**config.mk**
```make
export PLATFORM = sky130hd
export DESIGN_NAME = inst_fetch_queue_flat
export DESIGN_NICKNAME = d
export VERILOG_FILES = /design/src/rtl/inst_fetch_queue_pkg.sv /design/src/rtl/inst_fetch_queue_if.sv /design/src/rtl/inst_fetch_queue.sv /design/src/flat_wrapper.sv
export SDC_FILE = /design/constraint.sdc
export NUM_CORES = 1
export LEC_CHECK = 0
export CAP_MARGIN = 10
export CORE_MARGIN = 3
export CORE_UTILIZATION = 47
export CTS_BUF_LIST = sky130_fd_sc_hd__clkbuf_8
export DETAILED_ROUTE_END_ITERATION = 7
export PLACE_DENSITY = 0.73
export SYNTH_ARGS = -nofsm -noshare
export SYNTH_HDL_FRONTEND = slang
export SYNTH_SLANG_ARGS = --single-unit
```
**constraint.sdc**
```tcl
create_clock -name clk -period 36.9 [get_ports clk]
set_input_delay 3.69 -clock clk [delete_from_list [all_inputs] [get_ports clk]]
set_output_delay 3.69 -clock clk [all_outputs]
set_load 0.005 [all_outputs]
```
**src/rtl/inst_fetch_queue_pkg.sv**
```systemverilog
// Shared constants and the queue entry record for the instruction fetch queue.
package inst_fetch_queue_pkg;

    localparam int          XLEN     = 32;
    localparam logic [31:0] NOP_INST = 32'h0000_0000;
    localparam logic [31:0] RESET_PC = 32'h0040_0000;

    typedef struct packed {
        logic [XLEN-1:0] pc;
        logic [XLEN-1:0] pc4;
        logic [XLEN-1:0] inst;
    } fetch_entry_t;

    // Entry shown to decode when nothing is queued.
    function automatic fetch_entry_t empty_entry();
        fetch_entry_t e;
        e.pc   = '0;
        e.pc4  = '0;
        e.inst = NOP_INST;
        return e;
    endfunction

endpackage

```
**src/rtl/inst_fetch_queue_if.sv**
```systemverilog
// Fetch-side and decode-side signals of the instruction fetch queue.
interface inst_fetch_queue_if
    import inst_fetch_queue_pkg::*;
#(
    parameter int DEPTH = 4,
    parameter int PTR_W = $clog2(DEPTH)
);

    logic            In_Valid;
    logic [XLEN-1:0] In_PC;
    logic [XLEN-1:0] In_PC4;
    logic [XLEN-1:0] In_Inst;
    logic            Keep;
    logic            Out_Valid;
    logic            Out_Ready;
    logic [XLEN-1:0] Out_PC;
    logic [XLEN-1:0] Out_PC4;
    logic [XLEN-1:0] Out_Inst;
    logic            Flush;
    logic [PTR_W:0]  Count;

    modport master (
        output In_Valid, In_PC, In_PC4, In_Inst, Out_Ready, Flush,
        input  Keep, Out_Valid, Out_PC, Out_PC4, Out_Inst, Count
    );

    modport slave (
        input  In_Valid, In_PC, In_PC4, In_Inst, Out_Ready, Flush,
        output Keep, Out_Valid, Out_PC, Out_PC4, Out_Inst, Count
    );

endinterface

```
**src/rtl/inst_fetch_queue.sv**
```systemverilog
// First-word-fall-through queue of fetched {PC, PC4, Inst} between IF and ID,
// with back-pressure (Keep) to the PC register and wrong-path flush.
module inst_fetch_queue
    import inst_fetch_queue_pkg::*;
#(
    parameter int DEPTH = 4,
    parameter int PTR_W = $clog2(DEPTH)
) (
    input  logic               clk,
    input  logic               rst,
    inst_fetch_queue_if.slave  q
);

    localparam logic [PTR_W:0] FULL_CNT = (PTR_W+1)'(DEPTH);

    logic [PTR_W-1:0] head_q, head_d;
    logic [PTR_W-1:0] tail_q, tail_d;
    logic [PTR_W:0]   count_q, count_d;
    fetch_entry_t     entry_q [DEPTH];
    fetch_entry_t     head_entry;

    logic full, empty, enq_fire, deq_fire;

    assign full     = (count_q == FULL_CNT);
    assign empty    = (count_q == '0);
    assign enq_fire = q.In_Valid & ~full & ~q.Flush;
    assign deq_fire = ~empty & q.Out_Ready & ~q.Flush;

    always_comb begin
        head_d  = head_q + PTR_W'(deq_fire);
        tail_d  = tail_q + PTR_W'(enq_fire);
        count_d = count_q + {{PTR_W{1'b0}}, enq_fire} - {{PTR_W{1'b0}}, deq_fire};
    end

    // Reset and flush both discard every queued entry.
    always_ff @(posedge clk) begin
        if (!rst || q.Flush) begin
            head_q  <= '0;
            tail_q  <= '0;
            count_q <= '0;
        end else begin
            head_q  <= head_d;
            tail_q  <= tail_d;
            count_q <= count_d;
        end
    end

    // Storage is left uninitialised; Count alone decides what is visible.
    for (genvar gi = 0; gi < DEPTH; gi++) begin : g_entry
        always_ff @(posedge clk) begin
            if (rst && enq_fire && tail_q == PTR_W'(gi)) begin
                entry_q[gi].pc   <= q.In_PC;
                entry_q[gi].pc4  <= q.In_PC4;
                entry_q[gi].inst <= q.In_Inst;
            end
        end
    end

    assign head_entry = empty ? empty_entry() : entry_q[head_q];

    assign q.Out_Valid = ~empty;
    assign q.Out_PC    = head_entry.pc;
    assign q.Out_PC4   = head_entry.pc4;
    assign q.Out_Inst  = head_entry.inst;
    assign q.Keep      = full | q.Flush;
    assign q.Count     = count_q;

endmodule

```
**src/flat_wrapper.sv**
```systemverilog
// flat-port wrapper written by rule: the top's interface ports become plain ports
module inst_fetch_queue_flat import inst_fetch_queue_pkg::*;
#(
    parameter int DEPTH = 4,
    parameter int PTR_W = $clog2(DEPTH)
)
  (clk, rst, q_In_Valid, q_In_PC, q_In_PC4, q_In_Inst, q_Out_Ready, q_Flush, q_Keep, q_Out_Valid, q_Out_PC, q_Out_PC4, q_Out_Inst, q_Count);
  inst_fetch_queue_if #(.DEPTH(DEPTH), .PTR_W(PTR_W)) q_i ();
  input  logic clk;
  input  logic rst;
  input wire logic [$bits(q_i.In_Valid)-1:0] q_In_Valid;
  input wire logic [$bits(q_i.In_PC)-1:0] q_In_PC;
  input wire logic [$bits(q_i.In_PC4)-1:0] q_In_PC4;
  input wire logic [$bits(q_i.In_Inst)-1:0] q_In_Inst;
  input wire logic [$bits(q_i.Out_Ready)-1:0] q_Out_Ready;
  input wire logic [$bits(q_i.Flush)-1:0] q_Flush;
  output wire logic [$bits(q_i.Keep)-1:0] q_Keep;
  output wire logic [$bits(q_i.Out_Valid)-1:0] q_Out_Valid;
  output wire logic [$bits(q_i.Out_PC)-1:0] q_Out_PC;
  output wire logic [$bits(q_i.Out_PC4)-1:0] q_Out_PC4;
  output wire logic [$bits(q_i.Out_Inst)-1:0] q_Out_Inst;
  output wire logic [$bits(q_i.Count)-1:0] q_Count;
  assign q_i.In_Valid = q_In_Valid;
  assign q_i.In_PC = q_In_PC;
  assign q_i.In_PC4 = q_In_PC4;
  assign q_i.In_Inst = q_In_Inst;
  assign q_i.Out_Ready = q_Out_Ready;
  assign q_i.Flush = q_Flush;
  assign q_Keep = q_i.Keep;
  assign q_Out_Valid = q_i.Out_Valid;
  assign q_Out_PC = q_i.Out_PC;
  assign q_Out_PC4 = q_i.Out_PC4;
  assign q_Out_Inst = q_i.Out_Inst;
  assign q_Count = q_i.Count;
  inst_fetch_queue #(.DEPTH(DEPTH), .PTR_W(PTR_W)) u_core (.clk(clk), .rst(rst), .q(q_i));
endmodule
```
-- After elaboration in Yosys (flattened, before gate mapping)
Memories as Yosys holds them, arrays and structs flattened. A register that Yosys moved wholly into a read port is not among the register bits.
Index checks and enable logic that the tools add are counted.
- logic and storage cells: 51
- register bits after elaboration: 7
- bits in writable memories: 384
- output and inout bits: 101
- memories kept: 1
- memory list (memory ; words ; bits a word ; read ports ; clocked after Yosys merged registers in ; wr ports ; RTL line ; text):
    u_core.entry_q ; 4 ; 96 ; 1 ; 1 ; 1 ; inst_fetch_queue.sv:19 ; fetch_entry_t entry_q [DEPTH];
- bitwise operators: 8
- $add $sub $neg: 4
- eq/ne operators: 4
- reduce and logical (&&, ||, !) cells: 12
- mux-type cells: 19
- operators by type and width (kind ; number):
    96-bit 2-to-1 mux ; 4
    96-bit OR reduction ; 3
    1-bit 2-to-1 mux ; 11
    2-bit 2-to-1 mux ; 4
    1-bit logical AND ; 5
    2-bit by 1-bit adder with 2-bit output ; 2
    1-bit AND ; 4
    2-bit equality test, second input constant ; 2
    3-bit by 1-bit adder with 3-bit output ; 1
    3-bit equality test, second input constant ; 1
    3-bit logical NOT ; 1
    1-bit inverter ; 3
    3-bit by 1-bit subtractor with 3-bit output ; 1
    2-bit by 1-bit equality test with 1-bit output, second input constant ; 1
    2-bit logical NOT ; 1
    1-bit logical NOT ; 1
    1-bit logical OR ; 1
    1-bit OR ; 1

-- Logic depth before layout (Yosys ltp)
Gate-level depths: netlist of run 1.
- depth in word-level cells: 12
- mapped depth: 10
- mapped depth without buffers: 8

-- Worst setup path before layout of run 1
Ideal clock, no wire load.
- path type: input port to flip-flop
- from: input port q_Flush
- to: memory u_core.entry_q[1][0] in the netlist's numbering, enable pin
- stages on the path: 2
- setup time: 0.820 ns
- slack: 22.336 ns
- arrival time: 13.745 ns
- cells stage by stage: nand3b_1 -> nor4b_1
- longest elaborated chain between the ends: 10
- RTL lines (element ; RTL line ; text):
    start: declaration ; flat_wrapper.sv:16 ; input wire logic [$bits(q_i.Flush)-1:0] q_Flush;
    1-bit inverter (*) ; inst_fetch_queue.sv:26 ; assign enq_fire = q.In_Valid & ~full & ~q.Flush;
    1-bit AND (*) ; inst_fetch_queue.sv:26 ;
    1-bit logical AND (*) ; inst_fetch_queue.sv:51 ; if (rst && enq_fire && tail_q == PTR_W'(gi)) begin
    1-bit logical AND ; inst_fetch_queue.sv:51 ;
    1-bit 2-to-1 mux ; inst_fetch_queue.sv:51 ;
    1-bit 2-to-1 mux (not written as such) ; inst_fetch_queue.sv:52, inst_fetch_queue.sv:53, inst_fetch_queue.sv:54 ;
    96-bit OR reduction (no source line) ; n/a ;
    2-bit 2-to-1 mux (no source line) or 1-bit 2-to-1 mux (tied branches) (3 in series) ; n/a ;
    end: declaration ; inst_fetch_queue.sv:19 ;
Every way passes the cells marked *; elsewhere a longest branch is shown, timed or not.

-- Final worst setup path of run 1
- from: input port q_Flush
- to: output port q_Keep
- longest elaborated chain between the ends: 1
- RTL lines (element ; RTL line ; text):
    1-bit OR ; inst_fetch_queue.sv:65 ; assign q.Keep = full | q.Flush;
    end: declaration ; flat_wrapper.sv:17 ; output wire logic [$bits(q_i.Keep)-1:0] q_Keep;
Every way passes these cells.

==> impl_metrics.env, run 1 <==
export IMPL_grt_pass1_wl_um=43710
export IMPL_vdd_drop_max_v=0.00002912
export IMPL_cpPeakStageDelay_ns=0.48
export IMPL_fin_nets=995
export IMPL_crit_chain="clkdlybuf4s50_1, or2_2, clkdlybuf4s50_1"
export IMPL_hold_violations=0
export IMPL_num_vias=7058
export IMPL_fp_dieH_um=184.0
export IMPL_maxCapViolations=0
export IMPL_drt_vias_per_instance=5.275
export IMPL_worst_path_max_fanout=6
export IMPL_fin_area_um2=18560
export IMPL_synthFlopType="edfxtp_1"
export IMPL_synth_top_cells_by_count="edfxtp_1, and2_1, mux4_2, clkbuf_1, buf_2"
export IMPL_min_to="u_core.tail_q[1]"
export IMPL_start_kind="input port"
export IMPL_fill_cells=2232
export IMPL_seq_area_frac_synth=0.7835
export IMPL_wirelength_um=28160
export IMPL_synth_nets=753
export IMPL_grt_max_degree=60
export IMPL_rr_worst_depth=9
export IMPL_min_period_ns=8.621
export IMPL_crit_required_ns=33.21
export IMPL_yosys_cell_count_top_type="edfxtp_1"
export IMPL_syn_mean_instance_area_um2=23.02
export IMPL_path_class="in -> out"
export IMPL_cts_root_buf="clkbuf_8"
export IMPL_synth_top_area_frac=0.7741
export IMPL_tns_ns=0
export IMPL_placed_cell_area_um2=17330
export IMPL_cp_common_cell="clkdlybuf4s50_1"
export IMPL_portBuffers=201
export IMPL_fmax_mhz=116.0
export IMPL_yosys_area_top_type="edfxtp_1"
export IMPL_cp_arrival_ns=4.93
export IMPL_dr_pass1_iters=4
export IMPL_globalRoute_totalOverflow=0
export IMPL_drc=0
export IMPL_r2r_slack_ns=33.71
export IMPL_rows=64
export IMPL_ys_types=27
export IMPL_slew_headroom=0.2932
export IMPL_wl_per_cell_um=21.04
export IMPL_area_delta_synth_final_pct=24.60
export IMPL_cts_setup_buffers=0
export IMPL_crit_slowest_cell="clkdlybuf4s50_1"
export IMPL_synth_area_top_cells="edfxtp_1, mux4_2, and2_1, dfxtp_1, buf_8"
export IMPL_drive_gt1_frac=0.2125
export IMPL_cts_made_buffers=60
export IMPL_grt_pass1_vias=7734
export IMPL_hold_start="u_core.tail_q[1]"
export IMPL_drt_iter0_drc=462
export IMPL_setup_violations_final=0
export IMPL_io_pin_count=202
export IMPL_antenna_found_initial=3
export IMPL_reg2reg_to="u_core.q.Count[2]"
export IMPL_end_kind="output pin"
export IMPL_track_usage=0.1678
export IMPL_period_share=0.2336
export IMPL_cts_tree="done"
export IMPL_synth_edff_count=384
export IMPL_h_tree_depth=2
export IMPL_postCtsHoldBufs=0
export IMPL_die_area_um2=33870
export IMPL_clk_latency_ns=0.59
export IMPL_die_w_um=184.0
export IMPL_core_area_um2=30910
export IMPL_gp_congestion=0.6974
export IMPL_worstHoldPathCells=2
export IMPL_clockBufferDepth=3
export IMPL_clkSinkCount=391
export IMPL_async_flop_share=0
export IMPL_path_clk_slew_ns=0.06
export IMPL_detailed_place_hpwl_um=16050
export IMPL_p_leak_uw=0.005901
export IMPL_ys_warn_count=0
export IMPL_tightest_slew_ns=1.058
export IMPL_synth_seq_cells=391
export IMPL_r2r_start="u_core.q.Count[1]"
export IMPL_status="finished, final reports clean"
export IMPL_drtAntennaViolNets=0
export IMPL_rsz0062_at_grt="false"
export IMPL_power_density_nw_per_um2=48.19
export IMPL_postSynthCellCount=647
export IMPL_start_util=0.4819
export IMPL_finClkSkew_ns=0.01780
export IMPL_hold_path_class="reg -> reg"
export IMPL_netlist_area_um2=14900
export IMPL_finalMaxSlewViolations=0
export IMPL_postCtsResizedCells=0
==> area by class of cell <==
class	instances	area, um2	share of cell area
Timing Repair Buffer	213	2102	0.1132
Clock buffer	67	922.1	0.04968
Clock inverter	47	310.3	0.01672
Multi-Input combinational cell	219	3035	0.1635
Inverter	4	15.01	0.0008089
Sequential cell	391	11680	0.6292
Antenna cell	1	2.502	0.0001348
Tap cell	396	495.5	0.02669
==> sequential cells by signal (all words and copies together), names as in the netlist <==
register        count
u_core.entry_q    384
u_core.tail_q       2
u_core.head_q       2
u_core.q.Count      3
==> worst max-delay path: cells and delay by family <==
family,cells,cell delay (ns)
and+or+nand+nor,1,0.32
buffers and inverters,2,0.93
==> report_power, final <==
part	internal (uW)	switching (uW)	total, uW
registers	492	1.30	494
clock network	196	161	356
logic	26.4	18.3	44.7
==> how the worst max path moves through the flow <==
stage	depth (start not counted)	slack, ns	end	start
after floorplan	2	22.34	u_core.entry_q[1][0]	q_Flush
after global placement	3	28.29	q_Keep	q_Flush
after detailed placement	3	28.27	q_Keep	q_Flush
after CTS	3	28.27	q_Keep	q_Flush
after global routing	3	28.22	q_Keep	q_Flush
final	3	28.28	q_Keep	q_Flush
==> metal layers <==
metal | GRT usage | part of all wire
met1 | 0.2200 | 0.42
met2 | 0.2778 | 0.50
met3 | 0.04551 | 0.061
met4 | 0.05231 | 0.020
met5 | 0 | 0.00096
==> cells in the final DEF (no fill, tap or decap), drive strengths merged, types with 2 or more instances in the layout <==
cell type,count
and2,100
nor2,3
inv,22
dfxtp,7
nor4b,2
clkbuf,67
nor3b,2
clkinv,24
ha,4
buf,12
clkdlybuf4s50,201
xnor2,2
mux4,96
edfxtp,384
bufinv,4
==> metrics by stage <==
stage / cells / setup slack, ns / utilization / total power [uW] / hold WS, ns
after floorplan: 647 / 22.34 / - / 518.7 / 0.5242
after global placement: 1223 / 28.29 / 0.5606 / 547.4 / 0.5726
after detailed placement: 1223 / 28.27 / 0.5606 / 548.4 / 0.5950
after CTS: 1337 / 28.27 / 0.6004 / 905.8 / 0.6124
after global routing: 1338 / 28.22 / 0.6005 / 928.8 / 0.7023
final: 1338 / 28.28 / 0.6005 / 894.6 / 0.6039
==> kinds of logic (layout without fill, tap and decap cells) <==
kind of cell	count (synthesis)	count (layout)	synth area share
muxes	96	96	0.1451
xor gates and xnor gates	3	3	0.002772
other	0	1	0
adders and majority gates	5	5	0.004704
buffers and inverters	37	331	0.01512
and+or+nand+nor	115	115	0.04880
DFF	391	391	0.7835
(Power assumes the default switching activity.)
==> inputs of run 2 (changes only) <==
==> constraint.sdc (replaced) <==
create_clock -name clk -period 8.25 [get_ports clk]
set_input_delay 0.825 -clock clk [delete_from_list [all_inputs] [get_ports clk]]
set_output_delay 0.825 -clock clk [all_outputs]
set_load 0.005 [all_outputs]
==> impl_metrics.env, run 2 (synthesis results as in run 1) <==
export IMPL_cts_made_buffers=58
export IMPL_power_density_nw_per_um2=216.4
export IMPL_finalMaxSlewViolations=0
export IMPL_clkPwrFrac=0.401
export IMPL_area_delta_synth_final_pct=24.60
export IMPL_cp_arrival_ns=3.81
export IMPL_track_usage=0.1685
export IMPL_status="finished, final reports clean"
export IMPL_drt_vias_per_instance=5.253
export IMPL_period_share=0.5615
export IMPL_reg2reg_to="u_core.entry_q[1][56]"
export IMPL_dr_pass1_iters=5
export IMPL_p_int_uw=3219
export IMPL_crit_required_ns=7.42
export IMPL_clockBufferDepth=3
export IMPL_io_pin_count=202
export IMPL_hold_path_class="reg -> reg"
export IMPL_end_kind="output pin"
export IMPL_rsz0062_at_grt="false"
export IMPL_h_tree_depth=2
export IMPL_whs_ns=0.6095
export IMPL_min_to="u_core.tail_q[1]"
export IMPL_num_vias=7002
export IMPL_min_period_ns=4.633
export IMPL_p_leak_uw=0.005882
export IMPL_hold_start="u_core.tail_q[1]"
export IMPL_postCtsResizedCells=0
export IMPL_placedCellCount=1221
export IMPL_drt_iter0_drc=463
export IMPL_comb_power_share=0.050
export IMPL_fp_dieH_um=184.0
export IMPL_top_register="u_core.entry_q"
export IMPL_fin_nets=991
export IMPL_start_kind="flop"
export IMPL_hold_violations=0
export IMPL_wirelength_um=28180
export IMPL_worstHoldPathCells=2
export IMPL_grt_pass1_vias=7787
export IMPL_die_w_um=184.0
export IMPL_detailed_place_hpwl_um=16220
export IMPL_finClkSkew_ns=0.02669
export IMPL_core_area_um2=30910
export IMPL_start_util=0.4819
export IMPL_layout_commonest_cell="edfxtp_1"
export IMPL_portBuffers=201
export IMPL_drc=0
export IMPL_clkSinkCount=391
export IMPL_rows=64
export IMPL_path_class="reg -> out"
export IMPL_r2r_start="u_core.q.Count[1]"
export IMPL_cts_tree="done"
export IMPL_r2r_slack_ns=5.15
export IMPL_cts_root_buf="clkbuf_8"
export IMPL_slew_headroom=0.2958
export IMPL_final_cell_mix="edfxtp_1, clkdlybuf4s50_1, and2_1"
export IMPL_antenna_found_initial=4
export IMPL_die_area_um2=33870
export IMPL_grt_max_degree=99
export IMPL_tightest_slew_ns=1.056
export IMPL_cts_setup_buffers=0
export IMPL_postCtsHoldBufs=0
export IMPL_drtAntennaViolNets=0
export IMPL_swShare=0.1987
export IMPL_path_clk_slew_ns=0.06
export IMPL_gp_congestion=0.7415
export IMPL_layoutNonFillerInstCount=1333
export IMPL_maxCapViolations=0
export IMPL_grt_pass1_wl_um=43530
export IMPL_wl_per_cell_um=21.14
export IMPL_fmax_mhz=215.9
export IMPL_p_switching_uw=798.1
export IMPL_rr_worst_depth=4
export IMPL_vdd_drop_max_v=0.0001375
export IMPL_largest_reg_flops=384
export IMPL_pwr_share_seq=0.550
export IMPL_setup_violations_final=0
export IMPL_worst_path_max_fanout=50
export IMPL_drive_gt1_frac=0.2150
export IMPL_globalRoute_totalOverflow=0
export IMPL_clk_latency_ns=0.59
==> run 2: cell count changes in the layout (fill, tap and decap cells not counted), sizes merged <==
cell	change
inv	-6
clkbuf	-4
clkinv	+4
buf	-2
bufinv	+2
diode	+1
==> run 2: worst max-delay path, stage by stage (launching register included) <==
cell,delay (ns)
dfxtp_4,1.03
buf_4,0.90
mux4_2,0.64
and2_1,0.18
clkdlybuf4s50_1,0.44
==> run 2: per-stage QoR <==
stage                     total power [uW]  setup WS (ns)    util  cell area [um2]  TNS [ns]
after CTS                             4062          3.423  0.6003            18560         0
after global placement                2449          4.033  0.5605            17320         0
after floorplan                       2320         -3.449       -            14900  -1177.40
after detailed placement              2453          4.054  0.5605            17320         0
after global routing                  4170          3.188  0.6005            18560         0
final                                 4017          3.617  0.6005            18560         0
==> run 2: metal layers <==
| metal | part of all wire | track usage | wire, um |
|---|---|---|---|
| met1 | 0.41 | 0.2290 | 11690 |
| met2 | 0.50 | 0.2731 | 13960 |
| met3 | 0.067 | 0.04076 | 1894 |
| met4 | 0.022 | 0.05443 | 617 |
| met5 | 0.00096 | 0 | 27 |
==> run 2: power by group through the flow <==
stage          Sequential (uW)  Clock (uW)  Combinational, uW
2_1_floorplan             2250           0               65.1
4_1_cts                   2210        1650                203
6_report                  2210        1610                199
5_1_grt                   2210        1740                217
3_3_place_gp              2250           0                199
3_5_place_dp              2250           0                202
==> run 2: worst max path at each step <==
stage                           from  slack [ns]  cells after the start                   end
global route        u_core.head_q[0]        3.19                      4         q_Out_PC4[27]
finish              u_core.head_q[0]        3.62                      4        q_Out_Inst[30]
global placement    u_core.head_q[0]        4.03                      4         q_Out_Inst[4]
detailed placement  u_core.head_q[0]        4.05                      4        q_Out_Inst[30]
floorplan                    q_Flush       -3.45                      2  u_core.entry_q[1][0]
CTS                 u_core.head_q[0]        3.42                      4        q_Out_Inst[30]
==> run 2: cell type report <==
cell class              instances  area, um2
flip-flops and latches        391      11680
inverters                       4      15.01
diodes                          2      5.005
well taps                     396      495.5
repair buffers                211       2100
clock inverters                47      365.4
clock buffers                  63      867.1
multi-input cells             219       3035
fillers                      2227      12350
==> inputs of run 3 (changes only) <==
==> constraint.sdc (replaced) <==
create_clock -name clk -period 4.51 [get_ports clk]
set_input_delay 0.451 -clock clk [delete_from_list [all_inputs] [get_ports clk]]
set_output_delay 0.451 -clock clk [all_outputs]
set_load 0.005 [all_outputs]
==> impl_metrics.env, run 3 (synthesis results as in run 1) <==
export IMPL_fin_nets=998
export IMPL_postCtsHoldBufs=0
export IMPL_path_class="reg -> out"
export IMPL_cp_arrival_ns=2.92
export IMPL_cts_made_buffers=61
export IMPL_layout_commonest_cell="edfxtp_1"
export IMPL_fill_cells=2258
export IMPL_portBuffers=201
export IMPL_period_share=0.7484
export IMPL_p_int_uw=5713
export IMPL_crit_slowest_cell="buf_4"
export IMPL_tns_ns=0
export IMPL_finClkSkew_ns=0.03391
export IMPL_area_delta_synth_final_pct=24.94
export IMPL_start_kind="flop"
export IMPL_hold_violations=0
export IMPL_fp_dieH_um=184.0
export IMPL_wirelength_um=28250
export IMPL_postCtsResizedCells=0
export IMPL_cp_top_family="buffers and inverters"
export IMPL_clk_latency_ns=0.60
export IMPL_grt_pass1_vias=7799
export IMPL_r2r_slack_ns=2.04
export IMPL_core_area_um2=30910
export IMPL_start_util=0.4819
export IMPL_drive_gt1_frac=0.2059
export IMPL_cts_tree="done"
export IMPL_fmax_mhz=296.3
export IMPL_path_clk_slew_ns=0.06
export IMPL_drtAntennaViolNets=0
export IMPL_drt_iter0_drc=372
export IMPL_crit_start="u_core.head_q[0]"
export IMPL_drc=0
export IMPL_detailed_place_hpwl_um=16010
export IMPL_antenna_found_initial=5
export IMPL_maxCapViolations=0
export IMPL_clockBufferDepth=3
export IMPL_io_pin_count=202
export IMPL_final_cell_mix="edfxtp_1, clkdlybuf4s50_1, and2_1"
export IMPL_globalRoute_totalOverflow=0
export IMPL_hold_start="q_In_Inst[14]"
export IMPL_setup_violations_final=0
export IMPL_rows=64
export IMPL_top_register="u_core.entry_q"
export IMPL_h_tree_depth=2
export IMPL_finalMaxSlewViolations=0
export IMPL_end_kind="output pin"
export IMPL_track_usage=0.1698
export IMPL_crit_required_ns=4.06
export IMPL_placed_cell_area_um2=17440
export IMPL_power_density_nw_per_um2=386.0
export IMPL_clkPwrFrac=0.386
export IMPL_total_power_uw=7185
export IMPL_vdd_drop_max_v=0.0002800
export IMPL_whs_ns=0.4821
export IMPL_gp_congestion=0.7015
export IMPL_hold_path_class="in -> reg"
export IMPL_tightest_slew_ns=0.8923
export IMPL_antenna_cells=0
export IMPL_grt_max_degree=85
export IMPL_worst_path_max_fanout=44
export IMPL_grt_pass1_wl_um=43960
export IMPL_cpPeakStageDelay_ns=0.68
export IMPL_drt_vias_per_instance=5.323
export IMPL_p_switching_uw=1471
export IMPL_clkSinkCount=391
export IMPL_num_vias=7122
export IMPL_fin_util=0.6021
export IMPL_cts_root_buf="clkbuf_8"
export IMPL_min_period_ns=3.375
export IMPL_largest_reg_flops=384
export IMPL_pwr_share_seq=0.562
export IMPL_r2r_start="u_core.q.Count[1]"
export IMPL_cts_setup_buffers=0
export IMPL_multi_input_area_um2=3062
export IMPL_fin_area_um2=18610
export IMPL_cp_num_buf_inv=2
export IMPL_dr_pass1_iters=5
export IMPL_rsz0062_at_grt="false"
export IMPL_die_area_um2=33870
export IMPL_seq_area_um2=11680
export IMPL_p_leak_uw=0.005919
export IMPL_die_w_um=184.0
export IMPL_swShare=0.2048
export IMPL_comb_power_share=0.052
export IMPL_status="finished, final reports clean"
export IMPL_slew_headroom=0.4051
export IMPL_crit_chain="buf_4, mux4_2, and2_1, clkdlybuf4s50_1"
export IMPL_wl_per_cell_um=21.11
run 3: cell types whose count changed in the layout (fill, tap and decap cells not counted), sizes merged:
cell	before	now
buf	10	14
bufinv	6	2
clkbuf	63	66
clkinv	28	20
clkinvlp	1	0
diode	2	0
inv	16	29
run 3: per-layer routing:
metal  routed length, um  vias to the layer above  GRT usage
met4                 503                       10    0.04627
met2               13600                      242     0.2717
met3                2256                       56    0.05323
met1               11820                     3664     0.2296
li1                    -                     3150          -
met5                  72                        -          0
run 3: stage by stage:
step / std cells / worst slack [ns]
floorplan: 647 / -2.066
global placement: 1225 / 1.680
detailed placement: 1225 / 1.631
CTS: 1338 / 1.020
global route: 1338 / 0.8767
finish: 1338 / 1.135
run 3: final timing paths:
kind | cells after the start | to
max | 4 | q_Out_Inst[8]
min | 1 | u_core.entry_q[0][14]
max reg2reg | 8 | u_core.q.Count[2]
min reg2reg | 2 | u_core.tail_q[1]
run 3: layout make-up:
class,instances,share of cell area
clock buffer,66,0.04881
clock inverter,47,0.01398
inverter,4,0.0008067
multi-input combinational,219,0.1645
sequential,391,0.6275
tap,396,0.02662
timing repair buffer,215,0.1178
run 3: worst register-to-register path, cell delays in order (launching register included):
cell	delay (ns)
dfxtp_1	0.36
or3_2	0.59
and3b_1	0.25
ha_1	0.27
inv_1	0.04
ha_1	0.20
fa_1	0.41
xor3_1	0.20
nor2_1	0.04
run 3: power by group through the flow:
stage	clock (uW)	combinational, uW	sequential (uW)
3_5_place_dp	0	380	4110
6_report	2770	375	4040
4_1_cts	2860	383	4040
5_1_grt	3040	407	4040
3_3_place_gp	0	374	4110
2_1_floorplan	0	120	4120
